**src/rtl/mips_multicycle_controller.sv**
```systemverilog
// mips_multicycle_controller: Moore main FSM sequencing fetch/decode/execute/memory/writeback,
// plus the combinational ALU decoder that turns ALUOp and Funct into ULAControle.
module mips_multicycle_controller (
   input  logic       clk,
   input  logic       reset,
   input  logic [5:0] Opcode,
   input  logic [5:0] Funct,
   output logic       IorD,
   output logic       MemWrite,
   output logic       IRWrite,
   output logic       RegDst,
   output logic       MemtoReg,
   output logic       RegWrite,
   output logic       ALUSrcA,
   output logic [1:0] ALUSrcB,
   output logic [2:0] ULAControle,
   output logic [1:0] PCSrc,
   output logic       Branch,
   output logic       PCWrite
);
   typedef enum logic [3:0] {
      FETCH, DECODE, MEMADR, MEMRD, MEMWB, MEMWR,
      RTYPEEX, RTYPEWB, BEQEX, ADDIEX, ADDIWB, JEX
   } state_t;

   localparam logic [5:0] OP_LW = 6'b100011, OP_SW = 6'b101011, OP_R = 6'b000000,
                          OP_BEQ = 6'b000100, OP_ADDI = 6'b001000, OP_J = 6'b000010;

   state_t     state, state_n;
   logic [1:0] alu_op;

   always_ff @(posedge clk or posedge reset)
      if (reset) state <= FETCH;
      else       state <= state_n;

   always_comb begin
      state_n  = FETCH;
      IorD     = 1'b0;
      MemWrite = 1'b0;
      IRWrite  = 1'b0;
      RegDst   = 1'b0;
      MemtoReg = 1'b0;
      RegWrite = 1'b0;
      ALUSrcA  = 1'b0;
      ALUSrcB  = 2'b00;
      alu_op   = 2'b00;
      PCSrc    = 2'b00;
      Branch   = 1'b0;
      PCWrite  = 1'b0;
      case (state)
         FETCH: begin
            state_n = DECODE;
            ALUSrcB = 2'b01;
            IRWrite = 1'b1;
            PCWrite = 1'b1;
         end
         DECODE: begin
            ALUSrcB = 2'b11;
            state_n = (Opcode == OP_LW || Opcode == OP_SW) ? MEMADR :
                      (Opcode == OP_R)    ? RTYPEEX :
                      (Opcode == OP_BEQ)  ? BEQEX :
                      (Opcode == OP_ADDI) ? ADDIEX :
                      (Opcode == OP_J)    ? JEX : FETCH;
         end
         MEMADR: begin
            ALUSrcA = 1'b1;
            ALUSrcB = 2'b10;
            state_n = (Opcode == OP_LW) ? MEMRD : MEMWR;
         end
         MEMRD: begin
            IorD    = 1'b1;
            state_n = MEMWB;
         end
         MEMWB: begin
            MemtoReg = 1'b1;
            RegWrite = 1'b1;
         end
         MEMWR: begin
            IorD     = 1'b1;
            MemWrite = 1'b1;
         end
         RTYPEEX: begin
            ALUSrcA = 1'b1;
            alu_op  = 2'b10;
            state_n = RTYPEWB;
         end
         RTYPEWB: begin
            RegDst   = 1'b1;
            RegWrite = 1'b1;
         end
         BEQEX: begin
            ALUSrcA = 1'b1;
            alu_op  = 2'b01;
            PCSrc   = 2'b01;
            Branch  = 1'b1;
         end
         ADDIEX: begin
            ALUSrcA = 1'b1;
            ALUSrcB = 2'b10;
            state_n = ADDIWB;
         end
         ADDIWB: RegWrite = 1'b1;
         JEX: begin
            PCSrc   = 2'b10;
            PCWrite = 1'b1;
         end
         default: state_n = FETCH;
      endcase
   end

   // Unknown Funct codes and the unused ALUOp 11 both fall back to add.
   always_comb
      ULAControle = (alu_op == 2'b01) ? 3'b110 :
                    (alu_op != 2'b10) ? 3'b010 :
                    (Funct == 6'b100010) ? 3'b110 :
                    (Funct == 6'b100100) ? 3'b000 :
                    (Funct == 6'b100101) ? 3'b001 :
                    (Funct == 6'b101010) ? 3'b111 : 3'b010;
endmodule

```
**config.mk**
```make
export PLATFORM = sky130hd
export DESIGN_NAME = mips_multicycle_controller
export DESIGN_NICKNAME = d
export VERILOG_FILES = /design/src/rtl/mips_multicycle_controller.sv
export SDC_FILE = /design/constraint.sdc
export NUM_CORES = 1
export LEC_CHECK = 0
export ABC_AREA = 0
export BUFFER_PORTS_ARGS = -buffer_cell sky130_fd_sc_hd__buf_2
export CORE_AREA = 2 2 40 42
export CTS_CLUSTER_DIAMETER = 200
export DETAILED_ROUTE_END_ITERATION = 16
export DIE_AREA = 0 0 42 44
export PLACE_DENSITY = 0.74
export SLEW_MARGIN = 30
export SYNTH_ARGS = -nofsm -noshare
export SYNTH_HDL_FRONTEND = slang
export SYNTH_SLANG_ARGS = --single-unit
export TNS_END_PERCENT = 50
```
**constraint.sdc**
```tcl
create_clock -name clk -period 1.1 [get_ports clk]
set_input_delay 0 -clock clk [delete_from_list [all_inputs] [get_ports clk]]
set_output_delay 0 -clock clk [all_outputs]
set_load 0.05 [all_outputs]
```
==> impl_summary.log, run 1 <==
INFO  metric sequential_cell_area = about 100 sq um
INFO  metric critPathCaptureType = primary output
INFO  metric ys_ff_latch = 4
INFO  metric synth_cell_types = 33
INFO  metric drt_iter0_drc = 26
INFO  metric largest-register = state
INFO  metric yosys.area.top_type_share = ~20%
INFO  metric power.internal = between 1 and 1.5 mW
INFO  metric static-leakage-power = 0.527 nW
INFO  metric setup.worst_path.class = register to primary output
INFO  metric worst_slew_margin = between 80 and 90%
INFO  metric insertedDiodeCount = 0
INFO  metric grt_start_max_net_pins = 12
INFO  metric row_count = 14
INFO  metric globalRouteTotalUtil = 27.4%
INFO  metric synth.top_cells.by_count = nor2_1 (8), nor3_1 (7), dfrtp_1 (4), nand2_1 (4), o21ai_0 (4)
INFO  metric synth_top_flop_cell = dfrtp_1
INFO  metric core-area = approximately 0.0014 sq mm
INFO  metric powerDensity = between 2000 and 2500 mW/mm^2
INFO  metric htree_num_levels = 1
INFO  metric grt_setup_unrepaired = true
INFO  metric synthArstFlopShare = 100%
INFO  metric floorplan.io_pins = 30
INFO  metric port-buffer-count = 29
INFO  metric floorplan.initialDensity = approximately 35%
INFO  metric setup_total_negative_slack = -6.75 ns
INFO  metric cts_made_buffers = 3
INFO  metric synth_top_cell_by_area = dfrtp_1
INFO  metric cts_buffer_depth = 2
INFO  metric cts_sinks = 4
INFO  metric grt_pass1_vias = a little over 800
INFO  metric grt_overflow_total = 0
INFO  metric clk_latency = around 0.24 ns
INFO  metric worstHoldPathType = input port to register
INFO  metric cp.required = ~1.1 ns
INFO  metric worst_setup_hold_path_clk_slew = about 0.040 ns
INFO  metric ant_nets = 0
INFO  metric total_switching_power = between 1 and 1.5 mW
INFO  metric fin_ws = -0.540 ns
INFO  metric drt-total-wl = roughly 2400 um
INFO  metric vdd_ir_drop_max = 1580 uV
INFO  metric critPathLaunchType = register
INFO  metric synth_enable_flop_cells = 0
INFO  metric num-nets-final = between 100 and 150
INFO  metric fmaxAchievable = approximately 610 MHz
INFO  metric fill_cells = 79
INFO  metric fin_worst_skew = between 0.002 and 0.0025 ns
INFO  metric cts_tree = yes
INFO  metric final.period_utilization = 149%
INFO  metric final_layout_size_suffix_gt1_share = between 70% and 80%
INFO  metric dieHeight = approximately 44 um
INFO  metric synth_area_per_cell = around 7.2 sq um
INFO  metric yosys_warnings = 0
INFO  metric clkPwrFrac = 7.6%
INFO  metric cp.arrival = 1.64 ns
INFO  metric final_core_util = 85.4%
INFO  metric final_weighted_congestion_of_routability_driven_global_placement = 0.736
INFO  metric setup_viol_count_final = 20
INFO  metric min_period = 1.64 ns
INFO  metric dieArea = between 0.0015 and 0.002 sq mm
INFO  metric largestRegisters = state x4
INFO  metric slew_violations = 0
INFO  metric synthesis.nets = 82
INFO  metric drcViolationCount = 0
INFO  metric path_max_fanout = 2
INFO  metric area_delta_synth_final = 147%
INFO  metric synth_sequential_area_ratio = between 20% and 30%
INFO  metric violations = setup timing
INFO  metric wl_per_cell = about 18 um
INFO  metric run_status = finished with violations
INFO  metric dp_worst_setup_slack = -0.308 ns
INFO  metric worst_pin_slew = 0.295 ns
INFO  metric via_per_inst = around 5.7
INFO  metric synthesized_instance_count = slightly below 70
INFO  metric power.share.combinational = a little over 80%
INFO  metric worst_hold_slack = 0.131 ns
INFO  metric synth_most_common_cell = nor2_1
INFO  metric multi_input_comb_area = a little under 600 sq um
INFO  metric first_pass_iters = 4
INFO  metric cap_viol_max_count = 0
INFO  metric largest_register_ffs = 4
INFO  metric post_synth_main_area_contributors = dfrtp_1 (20%), nor3_1 (7.1%), nor2_1 (6.1%), o2111ai_1 (5.3%), o21ai_0 (4.1%)
INFO  metric synthesis.area = just under 500 sq um
INFO  metric power.share.sequential = 9.4%
INFO  metric fp.dieW = around 42 um
INFO  metric antenna_violations_before_repair = 0
INFO  metric root_buffer = clkbuf_4
INFO  metric post_detailed_placement_half_perimeter_wirelength = 1290 um
INFO  metric grt_first_pass_wirelength = roughly 3800 um
INFO  metric final_hold_viol_count = 0
INFO  metric detailroute.via_count = 772
INFO  metric swShare = a little over 50%
[path summary, 6_finish.rpt]
kind / slack [ns] / from / end / cells after the start
worst min-delay path: 0.13 / Opcode[4] / state[0]$_DFF_PP0_ / 4
max in group asynchronous: 0.75 / reset / state[0]$_DFF_PP0_ / 3
worst max-delay path: -0.54 / state[3]$_DFF_PP0_ / ULAControle[1] / 4
min in group asynchronous: 0.19 / reset / state[1]$_DFF_PP0_ / 3
worst max register to register: -0.33 / state[3]$_DFF_PP0_ / state[3]$_DFF_PP0_ / 7
worst min register to register: 0.83 / state[0]$_DFF_PP0_ / state[0]$_DFF_PP0_ / 3
[cell families after synthesis]
kind of cell | Yosys count | share of synthesized area [%]
compound gates | 17 | 23.4
xor+xnor | 3 | 5.34
buf+inv | 8 | 7.63
flops | 4 | 20.4
mux | 1 | 2.29
simple gates | 35 | 41.0
[critical path, cell delays in order (launching register included)]
cell and delay (ns):
dfrtp_1 0.38, and2b_1 0.23, nand4b_1 0.12, or4b_4 0.50, buf_8 0.17
[power by group through the flow]
stage	clock network [mW]	logic [mW]	registers, mW
after floorplan	0	1.06	0.227
after global placement	0	1.41	0.218
after detailed placement	0	1.43	0.222
after CTS	0.196	1.84	0.222
after global routing	0.210	2.14	0.242
final	0.190	2.08	0.236
[layer usage]
metal  vias up  wire, um  GRT usage [%]
li1        360         -              -
met1       375       918           28.9
met2        34      1390           51.9
met3         3        89           4.58
met4         0        23           14.8
met5         -         0              0
[per-stage QoR]
stage	std cells	power, mW	cell area (sq um)
4_1_cts	133	2.26	1120
3_5_place_dp	122	1.65	840
6_report	135	2.50	1210
2_1_floorplan	68	1.29	604
3_3_place_gp	122	1.63	840
5_1_grt	135	2.60	1210
[layout by cell type (no fill, tap or decap), drive strengths merged, types with 2 or more instances in the layout]
| master | count |
|---|---|
| buf | 53 |
| a31oi | 2 |
| nor2 | 8 |
| xor2 | 2 |
| o21ai | 4 |
| a21oi | 3 |
| nand3 | 2 |
| nor3 | 7 |
| dfrtp | 4 |
| nand2b | 2 |
| or3 | 2 |
| nand2 | 4 |
| clkbuf | 3 |
| o2111ai | 3 |
| inv | 2 |
[layout make-up]
cell class                 instances  area share, %
multi-input combinational         56           47.6
tap                               16           1.65
sequential                         4           8.36
timing repair buffer              54           39.7
clock buffer                       3           1.86
inverter                           2          0.826
[repair_timing]
action | in CTS | in global routing
setup endpoints to repair | 20 | 20
gates resized for setup | 51 | 24
buffers inserted | 8 | 6
hold buffers | 1 | 0
pin swaps | 9 | 10
endpoints found under the hold margin | 4 | 0
Power figures use the tool's default switching activity.
==> inputs of run 2 (changes only) <==
--- a/config.mk
+++ b/config.mk
@@ -11,8 +11,9 @@
 export CTS_CLUSTER_DIAMETER = 200
 export DETAILED_ROUTE_END_ITERATION = 16
 export DIE_AREA = 0 0 42 44
+export GPL_TIMING_DRIVEN = 0
 export PLACE_DENSITY = 0.74
-export SLEW_MARGIN = 30
+export REMOVE_ABC_BUFFERS = 1
 export SYNTH_ARGS = -nofsm -noshare
 export SYNTH_HDL_FRONTEND = slang
 export SYNTH_SLANG_ARGS = --single-unit
==> impl_summary.log, run 2 (synthesis gave the netlist of run 1 again) <==
INFO  metric run_status = finished with violations
INFO  metric violations = setup timing
INFO  metric via_per_inst = 6.04 (+5.6%)
INFO  metric row_count = 14 (unchanged)
INFO  metric global_routing_usage_on_met1 = 22.8% (-6.1 points)
INFO  metric final_weighted_congestion_of_routability_driven_global_placement = 0.801 (+8.9%)
INFO  metric clkPwrFrac = 7.6% (about the same)
INFO  metric port-buffer-count = 29 (unchanged)
INFO  metric grt_pass1_vias = 685 (-17%)
INFO  metric vdd_ir_drop_max = 1330 uV (-16%)
INFO  metric ant_nets = 0 (unchanged)
INFO  metric fp.dieW = 42 um (unchanged)
INFO  metric critPathCaptureType = primary output
INFO  metric grt_setup_unrepaired = true
INFO  metric final_layout_size_suffix_gt1_share = 69.1% (-4.0 points)
INFO  metric setup.worst_path.class = register to primary output
INFO  metric detailroute.via_count = 761 (-1.4%)
INFO  metric final_core_util = 76.2% (-9.3 points)
INFO  metric worstHoldPathType = input port to register
INFO  metric global_route_met2_usage = 45.0% (-6.9 points)
INFO  metric clk_latency = 0.23 ns (about the same)
INFO  metric power.share.combinational = 82.4% (-0.6 points)
INFO  metric cts_tree = yes
INFO  metric critPathCapture = ULAControle[1]
INFO  metric worstReg2RegEnd = state[0]$_DFF_PP0_
INFO  metric beginning_of_the_critical_path = state[3]$_DFF_PP0_
INFO  metric power.share.sequential = 10.0% (+0.6 points)
INFO  metric globalRouteTotalUtil = 22.4% (-5.1 points)
INFO  metric post_detailed_placement_half_perimeter_wirelength = 1040 um (-20%)
INFO  metric slew_violations = 0 (unchanged)
INFO  metric largest_register_ffs = 4 (unchanged)
INFO  metric fin_worst_skew = 0.00826 ns (+0.00597 ns)
INFO  metric wl_per_cell = 17.5 um (-2.7%)
INFO  metric first_pass_iters = 4 (unchanged)
INFO  metric fmaxAchievable = 589 MHz (-3.4%)
INFO  metric layout.cells.most_common = buf_6
INFO  metric grt.busiest_layer = met2
INFO  metric timing.reg2reg.setup_slack = -0.28 ns (+0.05 ns)
INFO  metric drt_iter0_drc = 18 (-31%)
INFO  metric layout_common_cells = buf_6 (19), buf_2 (13), buf_4 (9), nor2_1 (5), dfrtp_2 (4)
INFO  metric r2r-start = state[1]$_DFF_PP0_
INFO  metric final_hold_viol_count = 0 (unchanged)
INFO  metric worst_pin_slew = 0.329 ns (+0.0340 ns)
INFO  metric antenna_violations_before_repair = 0 (unchanged)
INFO  metric core-area = 0.00142 sq mm (unchanged)
INFO  metric cts_made_buffers = 3 (unchanged)
INFO  metric dp.cells = 107 (-12%)
INFO  metric htree_num_levels = 1 (unchanged)
INFO  metric floorplan.io_pins = 30 (unchanged)
INFO  metric swShare = 51.6% (-0.38 points)
INFO  metric static-leakage-power = 0.458 nW (-13%)
INFO  metric dieArea = 0.00185 sq mm (unchanged)
INFO  metric worst_setup_hold_path_clk_slew = 0.04 ns (about the same)
INFO  metric worst_slew_margin = 77.7% (-2.5 points)
INFO  metric drcViolationCount = 0 (unchanged)
INFO  metric grtUsageMet3 = 2.92% (-1.7 points)
INFO  metric grt_start_max_net_pins = 10 (-2)
INFO  metric cp.arrival = 1.70 ns (+0.06 ns)
INFO  metric cts_buffer_depth = 2 (unchanged)
INFO  metric total_switching_power = 1.20 mW (-7.7%)
INFO  metric r2r_cell_count = 5 (-2)
INFO  metric floorplan.initialDensity = 34.7% (unchanged)
INFO  metric area_delta_synth_final = 120%
INFO  metric min_period = 1.70 ns (+0.0569 ns)
INFO  metric critPathLaunchType = register
INFO  metric setup_viol_count_final = 20 (unchanged)
INFO  metric largestRegisters = state x4
INFO  metric root_buffer = clkbuf_4
INFO  metric grt_overflow_total = 0 (unchanged)
INFO  metric grt_first_pass_wirelength = 3090 um (-19%)
INFO  metric cts_sinks = 4 (unchanged)
INFO  metric cp.required = 1.10 ns (about the same)
INFO  metric cap_viol_max_count = 0 (unchanged)
INFO  metric power.internal = 1.13 mW (-6.3%)
INFO  metric num-nets-final = 126 (-6.7%)
INFO  metric path_max_fanout = 2 (unchanged)
INFO  metric final_cell_count_no_fill = 126 (-6.7%)
INFO  metric largest-register = state
INFO  metric fin_ws = -0.597 ns (-0.0569 ns)
INFO  metric powerDensity = 2150 mW/mm^2 (+4.3%)
INFO  metric drt-total-wl = 2200 um (-9.2%)
INFO  metric dieHeight = 44 um (unchanged)
INFO  metric setup_total_negative_slack = -6.47 ns (+0.286 ns)
INFO  metric insertedDiodeCount = 0 (unchanged)
INFO  metric final.period_utilization = 154% (+5.2 points)
-- run 2: cell count changes in the layout (fill, tap and decap cells not counted), moves of 2 or more --
cell,change
nor3_2,+2
buf_4,-8
dfrtp_2,+3
nor2_4,-2
dfrtp_1,-3
nor3_4,-2
nor2_1,+2
-- run 2: layout make-up --
| type | instances | area (sq um) |
|---|---|---|
| Clock buffer | 3 | 22.5 |
| Fill cell | 90 | 338 |
| Inverter | 2 | 11.3 |
| Multi-Input combinational cell | 56 | 520 |
| Sequential cell | 4 | 105 |
| Tap cell | 16 | 20.0 |
| Timing Repair Buffer | 45 | 402 |
-- run 2: power by group through the flow --
stage | registers (mW) | clock network [mW] | logic [mW]
3_3_place_gp | 0.322 | 0 | 0.941
4_1_cts | 0.232 | 0.190 | 1.54
2_1_floorplan | 0.289 | 0 | 0.741
6_report | 0.234 | 0.176 | 1.92
3_5_place_dp | 0.328 | 0 | 0.956
5_1_grt | 0.238 | 0.198 | 1.98
-- run 2: critical path, cell delays in order (launching register included) --
cell	delay, ns
dfrtp_2	0.40
and2b_1	0.23
nand4b_1	0.15
or4b_1	0.51
buf_6	0.17
-- run 2: repair_timing --
action	4_1_cts	5_1_grt
resized for setup	54	26
pin swaps	9	5
hold endpoints to repair	4	0
hold buffers	1	0
setup buffers	13	4
setup endpoints to repair	20	20
-- run 2: layer usage --
metal  wire [um]  share of wire [%]
met1         765                 35
met2        1260                 57
met5           0                  0
met4          78                3.5
met3          99                4.5
-- run 2: worst min path at each step --
stage / slack [ns] / depth (start not counted) / to / from
6_report: 0.14 / 4 / state[0]$_DFF_PP0_ / Opcode[4]
5_1_grt: 0.14 / 4 / state[0]$_DFF_PP0_ / Opcode[4]
4_1_cts: 0.10 / 4 / state[0]$_DFF_PP0_ / Opcode[4]
3_5_place_dp: -0.11 / 2 / state[2]$_DFF_PP0_ / reset
3_3_place_gp: -0.12 / 2 / state[2]$_DFF_PP0_ / reset
2_1_floorplan: -0.23 / 1 / state[0]$_DFF_PP0_ / reset
-- run 2: per-stage QoR --
| step | worst slack (ns) | power, mW | area [sq um] | hold slack, ns |
|---|---|---|---|---|
| after floorplan | -2.35 | 1.03 | 462 | -0.234 |
| after global placement | -0.551 | 1.26 | 627 | -0.122 |
| after global routing | -0.634 | 2.41 | 1080 | 0.139 |
| after detailed placement | -0.611 | 1.28 | 627 | -0.112 |
| after CTS | -0.548 | 1.96 | 931 | 0.105 |
| final | -0.597 | 2.33 | 1080 | 0.144 |
